### config.mk
export PLATFORM = sky130hd
export DESIGN_NAME = latency_miter_monitor
export DESIGN_NICKNAME = d
export VERILOG_FILES = /design/src/rtl/latency_miter_monitor.sv
export SDC_FILE = /design/constraint.sdc
export NUM_CORES = 1
export LEC_CHECK = 0
export CAP_MARGIN = 5
export CELL_PAD_IN_SITES_DETAIL_PLACEMENT = 1
export CELL_PAD_IN_SITES_GLOBAL_PLACEMENT = 2
export CORE_MARGIN = 4
export CORE_UTILIZATION = 34
export DETAILED_ROUTE_END_ITERATION = 16
export PLACE_DENSITY_LB_ADDON = 0.1
export SLEW_MARGIN = 20
export SYNTH_ARGS = -nofsm -noshare
export SYNTH_HDL_FRONTEND = slang
export SYNTH_SLANG_ARGS = --single-unit
### constraint.sdc
create_clock -name clk -period 2.55 [get_ports clk]
set_input_delay 0.51 -clock clk [delete_from_list [all_inputs] [get_ports clk]]
set_output_delay 0.51 -clock clk [all_outputs]
set_load 0.1 [all_outputs]
### src/rtl/latency_miter_monitor.sv
// Lockstep latency comparator for N_CH replicated multi-cycle units; flags any channel whose
// request-to-result latency differs from channel 0. Optional opcode filter: LATENCY_MITER_OP_FILTER_EN.
module latency_miter_monitor #(
  parameter int unsigned N_CH    = 2,
  parameter int unsigned OP_W    = 4,
  parameter int unsigned CNT_W   = 8,
  parameter int unsigned TIMEOUT = 255
) (
  input  logic                  clk,
  input  logic                  rst_n,
  input  logic                  in_valid,
  input  logic [OP_W-1:0]       in_op,
  input  logic [N_CH-1:0]       out_valid,
`ifdef LATENCY_MITER_OP_FILTER_EN
  input  logic [(1<<OP_W)-1:0]  op_cmp_en,
`endif
  output logic                  busy,
  output logic                  cmp_valid,
  output logic [N_CH-1:0]       cmp_mask,
  output logic                  mismatch,
  output logic [OP_W-1:0]       first_op,
  output logic [CNT_W-1:0]      first_lat0,
  output logic                  timeout,
  output logic                  proto_err,
  output logic [15:0]           txn_count
);

  localparam logic [CNT_W-1:0] TO_VAL = CNT_W'(TIMEOUT);

  typedef enum logic [1:0] {
    S_IDLE    = 2'd0,
    S_MEASURE = 2'd1,
    S_COMPARE = 2'd2
  } state_e;

  state_e             state_q, state_d;
  logic [CNT_W-1:0]   lat_q [N_CH];
  logic [CNT_W-1:0]   lat_d [N_CH];
  logic [N_CH-1:0]    done_q, done_d;
  logic [OP_W-1:0]    op_q, op_d;
  logic               mismatch_q, mismatch_d;
  logic [OP_W-1:0]    first_op_q, first_op_d;
  logic [CNT_W-1:0]   first_lat0_q, first_lat0_d;
  logic               timeout_q, timeout_d;
  logic               proto_q, proto_d;
  logic [15:0]        txn_q, txn_d;

  logic               hit_to;
  logic               err_now;
  logic               cmp_en;
  logic [N_CH-1:0]    diff;
  logic [N_CH-1:0]    diff_en;

  // State register
  always_ff @(posedge clk or negedge rst_n) begin
    if (!rst_n) begin
      state_q <= S_IDLE;
    end else begin
      state_q <= state_d;
    end
  end

  // Next-state logic; done_d already includes completions from this cycle
  always_comb begin
    state_d = state_q;
    case (state_q)
      S_IDLE:    if (in_valid) state_d = S_MEASURE;
      S_MEASURE: if (&done_d) state_d = S_COMPARE;
      S_COMPARE: state_d = S_IDLE;
      default:   state_d = S_IDLE;
    endcase
  end

  // Output logic
  always_comb begin
    busy      = (state_q != S_IDLE);
    cmp_valid = (state_q == S_COMPARE);
    cmp_mask  = cmp_valid ? diff_en : '0;
  end

`ifdef LATENCY_MITER_OP_FILTER_EN
  assign cmp_en = op_cmp_en[op_q];
`else
  assign cmp_en = 1'b1;
`endif

  always_comb begin
    diff = '0;
    for (int unsigned i = 1; i < N_CH; i++) begin
      diff[i] = (lat_q[i] != lat_q[0]);
    end
    diff_en = cmp_en ? diff : '0;
  end

  // Latency counters: pending channels count up and freeze on result or at TIMEOUT
  always_comb begin
    lat_d  = lat_q;
    done_d = done_q;
    op_d   = op_q;
    hit_to = 1'b0;
    case (state_q)
      S_IDLE: begin
        if (in_valid) begin
          op_d   = in_op;
          done_d = '0;
          for (int unsigned i = 0; i < N_CH; i++) begin
            lat_d[i] = '0;
          end
        end
      end
      S_MEASURE: begin
        for (int unsigned i = 0; i < N_CH; i++) begin
          if (!done_q[i]) begin
            lat_d[i] = lat_q[i] + CNT_W'(1);
            if (lat_d[i] == TO_VAL) begin
              hit_to    = 1'b1;
              done_d[i] = 1'b1;
            end
            if (out_valid[i]) begin
              done_d[i] = 1'b1;
            end
          end
        end
      end
      default: ;
    endcase
  end

  always_comb begin
    err_now = 1'b0;
    case (state_q)
      S_IDLE:    err_now = |out_valid;
      S_MEASURE: err_now = in_valid | (|(out_valid & done_q));
      S_COMPARE: err_now = in_valid | (|out_valid);
      default:   err_now = 1'b0;
    endcase
  end

  always_comb begin
    mismatch_d   = mismatch_q;
    first_op_d   = first_op_q;
    first_lat0_d = first_lat0_q;
    txn_d        = txn_q;
    timeout_d    = timeout_q | hit_to;
    proto_d      = proto_q | err_now;
    if (state_q == S_COMPARE) begin
      txn_d = txn_q + 16'd1;
      // Only the first diverging transaction is captured
      if ((|diff_en) && !mismatch_q) begin
        mismatch_d   = 1'b1;
        first_op_d   = op_q;
        first_lat0_d = lat_q[0];
      end
    end
  end

  always_ff @(posedge clk or negedge rst_n) begin
    if (!rst_n) begin
      for (int unsigned i = 0; i < N_CH; i++) begin
        lat_q[i] <= '0;
      end
      done_q       <= '0;
      op_q         <= '0;
      mismatch_q   <= 1'b0;
      first_op_q   <= '0;
      first_lat0_q <= '0;
      timeout_q    <= 1'b0;
      proto_q      <= 1'b0;
      txn_q        <= '0;
    end else begin
      lat_q        <= lat_d;
      done_q       <= done_d;
      op_q         <= op_d;
      mismatch_q   <= mismatch_d;
      first_op_q   <= first_op_d;
      first_lat0_q <= first_lat0_d;
      timeout_q    <= timeout_d;
      proto_q      <= proto_d;
      txn_q        <= txn_d;
    end
  end

  assign mismatch   = mismatch_q;
  assign first_op   = first_op_q;
  assign first_lat0 = first_lat0_q;
  assign timeout    = timeout_q;
  assign proto_err  = proto_q;
  assign txn_count  = txn_q;

endmodule

Yosys cells after proc, flatten, opt, wreduce, memory -nomap -nowiden
Index checks and enable logic that the tools add are counted.

word-level totals
  register bits after elaboration = 55
  input bits = 9
  output and inout bits = 35
  word-level logic and storage cells = 62

operators by class
  add/sub/neg operators = 3
  eq/ne operators = 9
  muxes and demuxes = 21
  bitwise gates (word level) = 5
  reductions and logical operators = 13

operators with widths
  operator                                                          number
  16-bit one-hot mux with 2 select lines                            1
  16-bit by 1-bit adder with 16-bit output (second input constant)  1
  8-bit by 1-bit adder with 8-bit output (second input constant)    2
  8-bit == test (second input constant)                             2
  16-bit 2-to-1 mux                                                 1
  8-bit 2-to-1 mux                                                  2
  1-bit 2-to-1 mux                                                  10
  2-bit 2-to-1 mux                                                  4
  2-bit inequality test (second input constant)                     4
  8-bit inequality test                                             1
  2-bit one-hot mux with 2 select lines                             2
  2-bit AND reduction                                               4
  3-bit AND reduction                                               2
  1-bit bitwise OR                                                  4
  2-bit nonzero test                                                2
  2-bit OR reduction                                                2
  1-bit one-hot mux with 3 select lines                             1
  2-bit AND                                                         1
  2-bit by 1-bit == test with 1-bit output (second input constant)  1
  2-bit == test (second input constant)                             1
  2-bit logical NOT                                                 1
  1-bit logical AND                                                 1
  1-bit logical NOT                                                 1

Depth between registers and ports, before layout
  depth in word-level cells = 9
  mapped depth = 9
  gate-level depth less buffers = 8

Worst setup path after synthesis
No wires, ideal clock.

  path type = register to output
  start = register state_q[0]
  end = output port cmp_mask[1]
  arrival time = 2.333 ns
  data required time = 2.040 ns
  slack = -0.293 ns
  cell stages (with the launch flop) = 6
  path buffers = 1
  cells stage by stage = dfrtp_1 inv_1 ha_1 clkbuf_1 o21ai_1 inv_1

on the way
  longest elaborated chain between the ends = 2

RTL lines
  item                    RTL line  source
  start, declared         36        state_e state_q, state_d;
  start signal, assigned  59        state_q <= state_d;
  2-bit == test           77        cmp_valid = (state_q == S_COMPARE);
  net cmp_valid           18        output logic cmp_valid,
  2-bit 2-to-1 mux        78        cmp_mask = cmp_valid ? diff_en : '0;
  end, declared           19        output logic [N_CH-1:0] cmp_mask,

The timed path passes the listed nets, and every way through them passes these cells.

Worst setup path in the final report
  start = register lat_q[0] (netlist name)
  end = output port cmp_mask[1]

on the way
  longest elaborated chain between the ends = 2

RTL lines
  item                    RTL line  source
  start, declared         37        logic [CNT_W-1:0] lat_q [N_CH];
  start signal, assigned  171       lat_q <= lat_d;
  8-bit inequality test   90        diff[i] = (lat_q[i] != lat_q[0]);
  2-bit 2-to-1 mux        78

No other way between the ends.

==> run summary <==
IO Pins -> 44
Routed Antenna Nets -> 0
Synth Area in Compound Gates -> 11.5%
Synth top area cells -> dfrtp_1 (48%), xnor2_1 (6.8%), mux2_1 (4.3%)
Antenna violations before repair -> 0
Detailed placement HPWL -> 4840 um
R2R Setup Slk -> 0.31 ns
CP startpoint kind -> flop
Count of different cell masters after synthesis -> 48
Clock root buffer -> clkbuf_8
Placed Area -> 3270 um2
Iter 0 DRT Violations -> 52
Post-Syn Area per Cell -> 10.4 um2
Sequential share of the synthesized area -> 48.3%
Post-synth top area share -> 48.3%
Vias in the first global route -> 2236
Reg-to-reg startpoint -> lat_q[0]
Finished Cell Area -> 3360 um2
Routed met2 length -> 3140 um
CTS Buffer Depth -> 2
Worst Path Arrival -> 1.89 ns
Final Hold Viols -> 0
Tot GR Track Use -> 14.8%
Drt total wl -> 6640 um
Wire length on met3 -> 219 um
FF-to-FF path depth -> 7
EDFF count, synth -> 0
XOR/XNOR Fraction of Synth Area -> 8.30%
Worst-margin pin slew -> 0.722 ns
Largest net degree at the start of global routing -> 56
Die W -> 99.6 um
Via/cell ratio -> 5.00
H-tree Lvls -> 2
DR pass1 iterations -> 6
CP max stage delay -> 0.42 ns
Initial core utilization -> 34.9%
Kind of critical path -> reg2out
Grt total ovfl -> 0
CP Capture Type -> primary output
Final setup margin -> 0.147 ns
Syn nets -> 291
Required @ worst endpoint -> 2.04 ns
Critical path's slowest cell -> dfrtp_1
Asr flop ratio synth -> 100%
DP Worst Slack -> 0.347 ns
Largest family of logic cells by synthesized area -> simple AND/OR/NAND/NOR gates
Port bufs -> 42
Final critical-path required period -> 2.40 ns
Min-Delay Path Class -> in2async
CTS tree -> yes
Fin util -> 41.2%
Post-synthesis register bit count -> 55
Crit path buffers/inverters -> 3
Core ar. -> 8180 um2
Status -> completed
Final period util -> 94.2%
DR WL/cell -> 15.9 um
PD cells -> 1060 nW/um2
Yosys warning total -> 0
F_max -> 0.416 GHz
Row count -> 33
Top-count cell post-synth -> dfrtp_1
Share of layout cells above drive strength 1 -> 20.8%
Die H -> 99.6 um
Diode count -> 0
Final #Nets -> 330
Cell Area, Synth -> 2850 um2
CP Cell Sequence -> buf_4, xnor2_1, nand4_1, o21ai_2, clkinvlp_4, buf_12
Max-slew violation count -> 0
Number of clock sinks -> 55
Cts bufs inserted -> 5
Die area -> 9910 um2
Slew HR -> 51.9%
Area leader, netlist -> dfrtp_1
RSZ-0062 raised after global routing -> no
Routed vias -> 2092
Worst-Skew Late Latency -> 0.32 ns
Crit-path max FO -> 9
Leakage -> 1.55 nW
Ys flop type -> dfrtp_1
Post-Route M1 WL -> 3190 um
Area share of and/or/nand/nor cells after synthesis -> 14.7%
Syn Inst Count -> 273
Tot Pwr -> 0.00356 W
Reg-to-Reg End -> state_q[0]
VDD IR max -> 0.333 mV
Maxcap violations -> 0
Reg clk slew, reported paths -> 0.11 ns
Residual DRC count -> 0
Cts hold-fix bufs -> 0
Max Used Layer -> met4
Setup TNS -> 0 ns
First-pass GRT wire length -> 11600 um
Final Skew -> 0.00739 ns
Mux share of post-synthesis cell area -> 7.02%
Commonest cells post-synth -> dfrtp_1 (55), nand2_1 (31), xnor2_1 (22)
Setup Viol. Count Final -> 0
Area grow syn2layout -> 18.0%
Post-synthesis adder-cell area fraction -> 3.95%
Final GP Congestion -> 0.755
Crit path max-delay family -> buffers and inverters
[where the power goes]
group / switching (W) / internal, W
Combinational: 0.00131 / 0.000518
Clock: 0.000330 / 0.000200
Sequential: 0.000163 / 0.00105
Total: 0.00180 / 0.00176
[state kept, by name, summed over array words and instances (netlist names)]
register,flops
mismatch,1
done_q,2
op_q,4
state_q,2
first_op,4
txn_count,16
proto_err,1
first_lat0,8
timeout,1
lat_q,16
[routing by layer]
layer | up-vias | track usage [%]
met5 | - | 0
met4 | 0 | 4.73
met3 | 8 | 2.81
met2 | 29 | 23.9
met1 | 1040 | 20.0
li1 | 1015 | -
[how the worst max path moves through the flow]
stage,startpoint,endpoint,slack [ns],cells after the start
finish,lat_q[0],cmp_mask[1],0.15,6
global route,lat_q[0],cmp_mask[1],0.03,6
CTS,lat_q[0],cmp_mask[1],0.02,6
detailed placement,lat_q[0],state_q[0],0.35,7
global placement,lat_q[0],state_q[1],0.34,7
floorplan,state_q[0],first_lat0[2],0.11,8
[cell families (layout without fill, tap and decap cells)]
group | Yosys count | in the layout
fa+ha+maj | 9 | 9
other cells | 1 | 1
compound gates | 49 | 49
buf+inv | 29 | 69
xor+xnor | 27 | 27
flops | 55 | 55
simple gates | 85 | 85
mux | 18 | 18
[cell usage in the layout, fill, tap and decap left out, drive strengths merged, types with 3 or more instances in the layout]
master          n
dfrtp          55
o21ai          19
a21oi           7
nand2b          3
ha              9
clkbuf          5
nor2           13
inv            11
mux2           16
nand2          31
and3            4
nor3            7
clkdlybuf4s50   7
xnor2          22
nand3          11
o41ai           3
buf            43
a21o            5
xor2            5
o31ai           5
nand4           7
[through the flow]
stage | std cells | hold WS [ns]
after floorplan | 273 | 0.214
after global placement | 410 | 0.440
after detailed placement | 410 | 0.453
after CTS | 418 | 0.351
after global routing | 418 | 0.403
final | 418 | 0.302
[layout make-up]
cell class              instances  area [um2]
fillers                       932        4810
flip-flops and latches         55        1380
multi-input cells             189        1300
repair buffers                 50         415
well taps                     105         131
clock buffers                   5        68.8
inverters                      11        45.0
clock inverters                 3        23.8
[what timing repair did]
action	CTS	global route
buffers inserted	0	0
endpoints found under the setup margin	0	1
hold endpoints to repair	0	0
resized for setup	0	1
(Power assumes the default switching activity.)
